===== src/rtl/parking_gate_arbiter.sv =====
// Arbitrates the single car-park barrier between the entry and exit lanes,
// holds the gate for one car pass (or a timeout) and tracks lot occupancy.
`timescale 1ns / 1ps

module parking_gate_arbiter #(
    parameter int CAPACITY     = 8,
    parameter int CNT_W        = 4,
    parameter int OPEN_CYCLES  = 16,
    parameter int CLOSE_CYCLES = 4,
    parameter int TIMER_W      = 8
) (
    input  logic             clk,
    input  logic             reset,
    input  logic             entry_req,
    input  logic             exit_req,
    input  logic             car_passed,
    output logic             gate_open,
    output logic             grant_entry,
    output logic             grant_exit,
    output logic [CNT_W-1:0] occupancy,
    output logic             full,
    output logic             empty,
    output logic             timeout_err
);

    typedef enum logic [1:0] {
        IDLE,
        OPEN_ENTRY,
        OPEN_EXIT,
        CLOSING
    } state_t;

    typedef enum logic {
        LANE_ENTRY,
        LANE_EXIT
    } lane_t;

    localparam logic [CNT_W-1:0]   CAP        = CNT_W'(CAPACITY);
    localparam logic [TIMER_W-1:0] OPEN_LAST  = TIMER_W'(OPEN_CYCLES - 1);
    localparam logic [TIMER_W-1:0] CLOSE_LAST = TIMER_W'(CLOSE_CYCLES - 1);

    state_t             state_q, state_d;
    lane_t              last_q, last_d;
    logic [TIMER_W-1:0] timer_q, timer_d;
    logic [CNT_W-1:0]   occ_q, occ_d;
    logic               gate_q, gate_d;
    logic               grant_entry_q, grant_entry_d;
    logic               grant_exit_q, grant_exit_d;
    logic               timeout_q, timeout_d;

    logic full_w, empty_w;
    logic entry_ok, exit_ok;

    assign full_w   = (occ_q >= CAP);
    assign empty_w  = (occ_q == '0);
    assign entry_ok = entry_req & ~full_w;
    assign exit_ok  = exit_req & ~empty_w;

    always_comb begin
        // NOTE: every signal driven here gets a default first so no latch is inferred.
        state_d   = state_q;
        last_d    = last_q;
        timer_d   = timer_q;
        occ_d     = occ_q;
        timeout_d = 1'b0;

        unique case (state_q)
            IDLE: begin
                timer_d = '0;
                // On a tie the lane that was not served last wins.
                if (entry_ok && (!exit_ok || last_q == LANE_EXIT)) begin
                    state_d = OPEN_ENTRY;
                    last_d  = LANE_ENTRY;
                end else if (exit_ok) begin
                    state_d = OPEN_EXIT;
                    last_d  = LANE_EXIT;
                end
            end

            OPEN_ENTRY, OPEN_EXIT: begin
                if (car_passed) begin
                    if (state_q == OPEN_ENTRY) begin
                        if (occ_q < CAP) occ_d = occ_q + 1'b1;
                    end else begin
                        if (occ_q != '0) occ_d = occ_q - 1'b1;
                    end
                    state_d = CLOSING;
                    timer_d = '0;
                end else if (timer_q == OPEN_LAST) begin
                    timeout_d = 1'b1;
                    state_d   = CLOSING;
                    timer_d   = '0;
                end else begin
                    timer_d = timer_q + 1'b1;
                end
            end

            CLOSING: begin
                if (timer_q == CLOSE_LAST) begin
                    state_d = IDLE;
                    timer_d = '0;
                end else begin
                    timer_d = timer_q + 1'b1;
                end
            end

            default: begin
                state_d = IDLE;
                timer_d = '0;
            end
        endcase

        grant_entry_d = (state_d == OPEN_ENTRY);
        grant_exit_d  = (state_d == OPEN_EXIT);
        gate_d        = grant_entry_d | grant_exit_d;
    end

    always_ff @(posedge clk) begin
        // NOTE: state registers use non-blocking assignments so all flops update together.
        if (reset) begin
            state_q       <= IDLE;
            last_q        <= LANE_EXIT;
            timer_q       <= '0;
            occ_q         <= '0;
            gate_q        <= 1'b0;
            grant_entry_q <= 1'b0;
            grant_exit_q  <= 1'b0;
            timeout_q     <= 1'b0;
        end else begin
            state_q       <= state_d;
            last_q        <= last_d;
            timer_q       <= timer_d;
            occ_q         <= occ_d;
            gate_q        <= gate_d;
            grant_entry_q <= grant_entry_d;
            grant_exit_q  <= grant_exit_d;
            timeout_q     <= timeout_d;
        end
    end

    assign gate_open   = gate_q;
    assign grant_entry = grant_entry_q;
    assign grant_exit  = grant_exit_q;
    assign occupancy   = occ_q;
    assign full        = full_w;
    assign empty       = empty_w;
    assign timeout_err = timeout_q;

endmodule

===== config.mk =====
export PLATFORM = sky130hd
export DESIGN_NAME = parking_gate_arbiter
export DESIGN_NICKNAME = d
export VERILOG_FILES = /design/src/rtl/parking_gate_arbiter.sv
export SDC_FILE = /design/constraint.sdc
export NUM_CORES = 1
export LEC_CHECK = 0
export BUFFER_PORTS_ARGS = -buffer_cell sky130_fd_sc_hd__buf_2
export CORE_ASPECT_RATIO = 1.5
export CORE_UTILIZATION = 51
export CTS_BUF_LIST = sky130_fd_sc_hd__clkbuf_16
export CTS_CLUSTER_DIAMETER = 120
export DETAILED_ROUTE_END_ITERATION = 10
export PLACE_DENSITY_LB_ADDON = 0.15
export SLEW_MARGIN = 15
export SYNTH_ARGS = -nofsm -noshare
export SYNTH_HDL_FRONTEND = slang
export SYNTH_SLANG_ARGS = --single-unit

===== constraint.sdc =====
create_clock -name clk -period 2.4 [get_ports clk]
set_input_delay 0.12 -clock clk [delete_from_list [all_inputs] [get_ports clk]]
set_output_delay 0.12 -clock clk [all_outputs]
set_load 0.005 [all_outputs]

# Yosys cells after proc, flatten, opt, wreduce, memory -nomap -nowiden
# Index checks and enable logic that the tools add are counted.
# classes
addsub	3
mul	0
div_mod_pow	0
n_lt_le_gt_ge	2
n_eq_ne	8
shift	0
muxes	16
bitwise	6
reduce_logical	12
# op_table
op	n
two-way mux 8 bit	3
one-hot mux 8 bit (3 select lines)	1
two-way mux 4 bit	3
two-way mux 2 bit	5
adder 8 x 1 -> 8 bit, second input constant	1
== test 8 x 2 -> 1 bit, second input constant	1
== test 8 x 4 -> 1 bit, second input constant	1
== test 2 bit, second input constant	3
one-hot mux 2 bit (3 select lines)	1
adder 4 x 1 -> 4 bit, second input constant	1
== test 2 x 1 -> 1 bit, second input constant	2
>= comparator 4 bit, second input constant	1
zero test 4 bit	1
< comparator 4 bit, second input constant	1
AND reduction 4 bit	1
nonzero test 2 bit	2
nonzero test 4 bit	1
subtractor 4 x 1 -> 4 bit, second input constant	1
two-way mux 1 bit	3
NOT 1 bit	3
OR reduction 3 bit	1
bitwise AND 1 bit	2
zero test 2 bit	1
!= test 2 x 1 -> 1 bit, second input constant	1
6 further kinds	6
# word_totals
ff_bits	19
latchBits	0
ram_bits	0
mem_bits_ro	0
inputBits	5
word_cells	55
memories	0

# Logic depth before layout (Yosys ltp)
# Gate-level depths: netlist (run 1).
# depth
depth_word	10
depth_mapped	9
depth_no_buf	9

# Least setup slack after synthesis (run 1)
# No wires, ideal clock.
# synth_timing
path_type	reg-to-reg
start	register timer_q[4]
end	register gate_q, in the netlist gate_open
setup_time_ns	0.110
t_arrival_ns	1.823
required_ns	2.290
path_slack_ns	0.466
path_stages_with_launch	7
path_buffers	0
cell_sequence	dfxtp_1 > or4_4 > or3_4 > a21oi_2 > o41ai_2 > ha_1 > nor2_1
# synth_between
elab_chain_len	6
elab_cells_between_ends	9
cone_classes	eq/ne (4); mux (4); bitwise (1)
# synth_rtl
item	line	text
from (decl)	44	logic [TIMER_W-1:0] timer_q, timer_d;
from (signal assigned)	132	timer_q <= timer_d;
== test 8 x 4 -> 1 bit	89	end else if (timer_q == OPEN_LAST) begin
two-way mux 2 bit	89	
two-way mux 2 bit	81	if (car_passed) begin
one-hot mux 2 bit (3 select lines) *	67	unique case (state_q)
== test 2 x 1 -> 1 bit / == test 2 bit (equally long branches)	113, 114	
OR 1 bit *	115	gate_d = grant_entry_d | grant_exit_d;
to (signal assigned)	134	gate_q <= gate_d;
to (decl)	46	logic gate_q, gate_d;
# Every way passes the cells marked *; elsewhere a longest branch is shown, timed or not.
# A chain may end at the register's enable or synchronous reset.

# Final worst setup path (run 1)
# Ends and elaborated chain as after synthesis.

==> reports/metrics.yaml, run 1 <==
number_of_buffers_on_the_longest_clock_path: 2
die_width_um: 38.9
muxShareOfSynthArea: 0.00963
clk_pin_slew_ns: 0.05
synth_adder_area_share: 0.103
hold_viol: 0
worst_path_largest_cell_delay_ns: 0.57
fp-row-count: 19
io_buf_count: 14
setup-violations-final: 0
vias: 864
basic_gate_share_of_the_synthesized_area_counting_and_or_nand_and_nor_cells: 0.221
worstPathRequired_ns: 2.59
synth_top_cell_by_area: "sky130_fd_sc_hd__dfxtp_1"
detail_route.iter0.violations: 15
dp_worst_setup_slack_ns: 0.366
postCtsResizedCells: 0
detailedRoute.firstPassIterationCount: 4
total_die_area_um2: 2230
via_to_cell_ratio: 5.65
crit_chain: "or4_4 -> or3_4 -> a21oi_2 -> o41ai_2 -> ha_1 -> nor2_1"
slew_headroom: 0.733
synth_top_family_by_area: "simple AND/OR/NAND/NOR gates"
clk-insertion-delay-late_ns: 0.25
crit_arrival_ns: 2.23
clock_sinks: 19
grt_start_max_net_pins: 12
hpwlAfterDp_um: 1560
status: "finished, final reports clean"
cap_viol_max_count: 0
grt_remaining_overflow: 0
slew_violations: 0
path_max_fanout: 5
synth_warnings: 0
synth_compound_area_frac: 0.195
post_synth_num_cell_types: 38
pin_count: 15
cp-start-kind: "flip-flop"
antennaDiodeCount: 0
multi_input_comb_area_um2: 612
cts-hold-fix-buffers: 0
sequential_cell_area_um2: 380
cts_htree_levels: 1
core_area_um2: 1880
grt_pass1_wl_um: 3400
min_path_type: "primary input to flip-flop"
gr-usage-all-layers: 0.212
cts_tree: "yes"
first_global_vias: 834
leakagePower_uw: 0.000510
worstPathBufferInverterCount: 0
avgSynthCellArea_um2: 8.89
syn_nets: 130
post_synth_main_area_contributors: "sky130_fd_sc_hd__dfxtp_1, sky130_fd_sc_hd__ha_1, sky130_fd_sc_hd__nor2_1"
worstSetupPathType: "flip-flop to flip-flop"
fin_setup_tns_ns: 0
fin_crit_ns: 2.04
final_critical_path_setup_slack_ns: 0.359
yosys.area_share.xor_xnor: 0.0590
post_cts_buffers: 0
antenna_found_initial: 0
detail_route.wl_per_cell_um: 13.3
totalWireLength_um: 2030
final.fill_count: 185
min_period_over_period: 0.851
synthesis.area_um2: 1040
critPathCaptureType: "flip-flop"
gp_routability_congestion: 0.847
max_clock_freq_ghz: 0.490
final.setup_skew_ns: 0.00322
clock_tree.root_cell: "sky130_fd_sc_hd__clkbuf_16"
route.detailed.drc: 0
die_height_um: 57.3
pwr_density_cell_nw_per_um2: 756
number_of_cts_inserted_buffers: 3
effective_utilization_at_floorplan: 0.554
worst_slew_pin_slew_ns: 0.396
post-synth-top-area-fraction: 0.366
areaGrowthSynthToFinish_pct: 14.9
yosysSeqAreaShare: 0.366
antenna_left: 0
vdd_ir_drop_max_v: 0.000534
crit_path_top_delay_cell: "sky130_fd_sc_hd__or4_4"
rsz0062_at_grt: "false"
synth.ff_latch_count: 19
postSynthCellCount: 117
drive_above_1_share: 0.212
num-nets-final: 146
timing.critical_path.max_delay_family: "simple AND/OR/NAND/NOR gates"
[cell families after synthesis]
family | after synthesis
buffers and inverters | 10
adder cells (fa/ha/maj) | 8
flip-flops | 19
AO/OA/AOI/OAI | 27
multiplexers | 1
XOR/XNOR | 7
AND/OR/NAND/NOR | 45
[flip-flops by register name, indices dropped and copies added, names as in the netlist]
name,flops
timer_q,8
occupancy,4
state_q,2
gate_open,1
grant_entry,1
grant_exit,1
last_q,1
timeout_err,1
[metal layers]
metal	global-route usage	routed length, um	vias up
met5	0	0	-
met4	0.103	29	0
met3	0.0389	33	6
met2	0.383	1120	13
met1	0.218	850	407
li1	-	-	438
[placed cells by master, fill, tap and decap left out, types with 2 or more instances in the layout]
master and instances:
sky130_fd_sc_hd__ha_1 7, sky130_fd_sc_hd__nor2_1 20, sky130_fd_sc_hd__xnor2_1 5, sky130_fd_sc_hd__dfxtp_1 19
sky130_fd_sc_hd__nor2b_1 7, sky130_fd_sc_hd__nand2b_1 2, sky130_fd_sc_hd__o211ai_1 2, sky130_fd_sc_hd__xor2_1 2
sky130_fd_sc_hd__clkbuf_16 3, sky130_fd_sc_hd__buf_2 14, sky130_fd_sc_hd__a21o_1 2, sky130_fd_sc_hd__inv_1 7
sky130_fd_sc_hd__nand2_1 4, sky130_fd_sc_hd__nand3_1 3, sky130_fd_sc_hd__a21oi_1 6, sky130_fd_sc_hd__o21ai_0 5
sky130_fd_sc_hd__a31oi_1 2
[worst register-to-register path, cell delays in order (launching register included)]
cell and delay (ns):
sky130_fd_sc_hd__dfxtp_1 0.33, sky130_fd_sc_hd__or4_4 0.57, sky130_fd_sc_hd__or3_4 0.41, sky130_fd_sc_hd__a21oi_2 0.16
sky130_fd_sc_hd__o41ai_2 0.12, sky130_fd_sc_hd__ha_1 0.29, sky130_fd_sc_hd__nor2_1 0.10
[final cells by class]
cell class / instances / share of cell area
Clock buffer: 3 / 0.0628
Clock inverter: 1 / 0.00419
Inverter: 7 / 0.0220
Multi-Input combinational cell: 88 / 0.512
Sequential cell: 19 / 0.318
Tap cell: 21 / 0.0220
Timing Repair Buffer: 14 / 0.0586
[synth_stat cells, drive strengths merged]
cell type and instances:
ha 7, a21o 3, mux2i 1, clkbuf 3, nor2 20, o221ai 1
a22o 1, or4 2, inv 7, a21boi 1, nand2 4, o41ai 1
a2bb2oi 1, xnor2 5, nand3 3, o211ai 3, dfxtp 19, and2 1
xor2 2, nor2b 7, a31oi 2, o31a 1, o21ai 5, or3 1
and3 1, nor3 1, nor4 1, a21oi 7, a41oi 1, nand2b 2
fa 1, or2 1, or2b 1
[through the flow]
step                      utilization  std cells  hold WS [ns]  total power [uW]  instance area [um2]
final                           0.636        153         0.193               903                 1190
after global routing            0.636        153         0.205               958                 1190
after CTS                       0.636        153         0.184               907                 1190
after detailed placement        0.594        149         0.439               570                 1110
after global placement          0.594        149         0.431               560                 1110
after floorplan                     -        117         0.308               513                 1040
[path summary, 6_finish.rpt]
check | from | endpoint | slack, ns | cells past startpoint
hold reg to reg | timer_q[0] | timer_q[0] | 0.45 | 1
hold / removal | reset | gate_open | 0.19 | 2
setup reg to reg | timer_q[4] | gate_open | 0.36 | 6
setup / recovery | timer_q[4] | gate_open | 0.36 | 6
[where the power goes]
part	leakage, uW	switching (uW)	internal, uW
Clock	0.0000409	115	223
Combinational	0.000314	118	90.3
Sequential	0.000154	17.7	338
Total	0.000510	251	652
(Power assumes the default switching activity.)
==> run 2, diff against run 1 <==
--- a/config.mk
+++ b/config.mk
@@ -8,10 +8,9 @@
 export BUFFER_PORTS_ARGS = -buffer_cell sky130_fd_sc_hd__buf_2
 export CORE_ASPECT_RATIO = 1.5
 export CORE_UTILIZATION = 51
-export CTS_BUF_LIST = sky130_fd_sc_hd__clkbuf_16
 export CTS_CLUSTER_DIAMETER = 120
 export DETAILED_ROUTE_END_ITERATION = 10
-export PLACE_DENSITY_LB_ADDON = 0.15
+export PLACE_DENSITY = 0.78
 export SLEW_MARGIN = 15
 export SYNTH_ARGS = -nofsm -noshare
 export SYNTH_HDL_FRONTEND = slang
==> run 2 against run 1 <==
  * Final area fell by 4.4%
  * Via count is 1.4% lower
  * Power fell by 20%
  * Sequential share of layout area up 1.5 points
  * Critical path type unchanged
  * Global-route usage decreased by 0.68 points
  * Cell count is the same
  * Fmax fell by 0.42%
  * Largest cell class unchanged
==> reports/metrics.yaml, run 2 (synthesis results as in run 1) <==
effective_utilization_at_floorplan: 0.554  # unchanged
fin_setup_tns_ns: 0  # unchanged
status: "finished, final reports clean"  # unchanged
detail_route.wl_per_cell_um: 12.9  # was 13.3 um
grt_remaining_overflow: 0  # unchanged
die_width_um: 38.9  # unchanged
antenna_left: 0  # unchanged
final.fill_count: 184  # was 185
layout.cell_area.non_filler_um2: 1140  # was 1190 um2
antenna_found_initial: 0  # unchanged
postPlaceCellArea_um2: 1110  # unchanged
worst_slew_pin_slew_ns: 0.344  # was 0.396 ns
hold_viol: 0  # unchanged
cts_htree_levels: 1  # unchanged
fin_crit_ns: 2.05  # was 2.04 ns
seqPwrFrac: 0.491  # was 0.394
gp_routability_congestion: 0.895  # was 0.847
route.detailed.drc: 0  # unchanged
clock_tree.root_cell: "sky130_fd_sc_hd__clkbuf_4"  # was sky130_fd_sc_hd__clkbuf_16
detail_route.iter0.violations: 6  # was 15
final.setup_skew_ns: 0.00744  # was 0.00322 ns
clkPwrFrac: 0.229  # was 0.375
final_cell_mix: "sky130_fd_sc_hd__nor2_1, sky130_fd_sc_hd__dfxtp_1, sky130_fd_sc_hd__buf_2"  # unchanged
number_of_buffers_on_the_longest_clock_path: 2  # unchanged
post_cts_buffers: 0  # unchanged
grt_start_max_net_pins: 12  # unchanged
worst_path_largest_cell_delay_ns: 0.43  # was 0.57 ns
path_max_fanout: 5  # unchanged
internal-power_uw: 491  # was 652 uW
cp-start-kind: "flip-flop"  # unchanged
combinationalPowerShare: 0.280  # was 0.231
io_buf_count: 14  # unchanged
die_height_um: 57.3  # unchanged
max_clock_freq_ghz: 0.488  # was 0.490 GHz
clock_sinks: 19  # unchanged
crit_path_top_delay_cell: "sky130_fd_sc_hd__dfxtp_1"  # was sky130_fd_sc_hd__or4_4
num-nets-final: 146  # unchanged
via_to_cell_ratio: 5.57  # was 5.65
min_path_type: "primary input to flip-flop"  # unchanged
timing.critical_path.max_delay_family: "compound AO/OA/AOI/OAI gates"  # was simple AND/OR/NAND/NOR gates
first_global_vias: 796  # was 834
worstPathBufferInverterCount: 2  # was 0
worstPathRequired_ns: 2.60  # was 2.59 ns
vdd_ir_drop_max_v: 0.000432  # was 0.000534 V
crit_arrival_ns: 2.25  # was 2.23 ns
min_period_over_period: 0.854  # was 0.851
setup-violations-final: 0  # unchanged
slew_violations: 0  # unchanged
number_of_cts_inserted_buffers: 3  # unchanged
max_ffs_per_register: 8  # unchanged
worstRegToRegCells: 9  # was 6
pwr_density_cell_nw_per_um2: 633  # was 756 nW/um2
crit_path_cell_count: 9  # was 6
design_power_total_uw: 723  # was 903 uW
fp-row-count: 19  # unchanged
gr-usage-all-layers: 0.205  # was 0.212
detailedRoute.firstPassIterationCount: 4  # unchanged
cts_tree: "yes"  # unchanged
crit_chain: "inv_1 -> ha_1 -> inv_1 -> ha_1 -> a21o_1 -> a21oi_1 -> a21boi_0 -> a41oi_1 -> a21oi_1"  # was or4_4 -> or3_4 -> a21oi_2 -> o41ai_2 -> ha_1 -> nor2_1
top_register: "timer_q"  # unchanged
vias: 852  # was 864
rsz0062_at_grt: "false"  # unchanged
cap_viol_max_count: 0  # unchanged
slew_headroom: 0.768  # was 0.733
leakagePower_uw: 0.000486  # was 0.000510 uW
mostFrequentLayoutCell: "sky130_fd_sc_hd__nor2_1"  # unchanged
drive_above_1_share: 0.212  # unchanged
areaGrowthSynthToFinish_pct: 9.87  # was 14.9%
total_die_area_um2: 2230  # unchanged
totalWireLength_um: 1980  # was 2030 um
p_sw_uw: 232  # was 251 uW
core_area_um2: 1880  # unchanged
number_of_cells_after_detailed_placement: 149  # unchanged
cts-hold-fix-buffers: 0  # unchanged
final_core_utilization: 0.608  # was 0.636
pin_count: 15  # unchanged
antennaDiodeCount: 0  # unchanged
grt_pass1_wl_um: 3190  # was 3400 um
clk_pin_slew_ns: 0.11  # was 0.05 ns
layoutNonFillerInstCount: 153  # unchanged
postCtsResizedCells: 0  # unchanged
number_of_cells_on_the_worst_hold_path: 2  # unchanged
hpwlAfterDp_um: 1520  # was 1560 um
clk-insertion-delay-late_ns: 0.31  # was 0.25 ns
switching_share: 0.321  # was 0.278
critPathCaptureType: "flip-flop"  # unchanged
worstSetupPathType: "flip-flop to flip-flop"  # unchanged
## run 2: changes by cell type in the layout (fill, tap and decap cells not counted)
cell,before,now
sky130_fd_sc_hd__clkbuf_4,0,3
sky130_fd_sc_hd__clkbuf_16,3,0
## run 2: stage by stage
stage               hold slack, ns  setup slack (ns)
floorplan                    0.308             0.466
global placement             0.426             0.384
detailed placement           0.439             0.364
CTS                          0.125             0.342
global route                 0.135             0.202
finish                       0.125             0.350
## run 2: power groups by stage
| stage | Clock (uW) | Combinational (uW) | Sequential [uW] |
|---|---|---|---|
| after floorplan | 0 | 151 | 362 |
| after global placement | 0 | 198 | 361 |
| after detailed placement | 0 | 203 | 363 |
| after CTS | 170 | 205 | 355 |
| after global routing | 182 | 231 | 358 |
| final | 166 | 202 | 355 |
## run 2: worst paths after layout
kind	from	to	slack, ns
hold reg to reg	timer_q[0]	timer_q[0]	0.46
setup / recovery	state_q[1]	occupancy[3]	0.35
hold / removal	reset	gate_open	0.12
setup reg to reg	state_q[1]	occupancy[3]	0.35
## run 2: layout make-up
cell class | count | area [um2] | share of cell area
clock buffer | 3 | 22.5 | 0.0197
clock inverter | 1 | 5.00 | 0.00438
inverter | 7 | 26.3 | 0.0230
multi-input combinational | 88 | 612 | 0.536
sequential | 19 | 380 | 0.333
tap | 21 | 26.3 | 0.0230
timing repair buffer | 14 | 70.1 | 0.0613
## run 2: routing by layer
metal | share of wire | wire, um | track usage
met5 | 0 | 0 | 0
met4 | 0.038 | 76 | 0.138
met3 | 0.021 | 41 | 0.0350
met2 | 0.54 | 1060 | 0.355
met1 | 0.40 | 795 | 0.210
## run 2: worst reg2reg max path: cells and delay by family, from the launching register on
kind                       cells  cell delay [ns]
AOI/OAI and AO/OA              5             0.81
adders and majority gates      2             0.48
DFF                            1             0.43
buffers and inverters          2             0.22
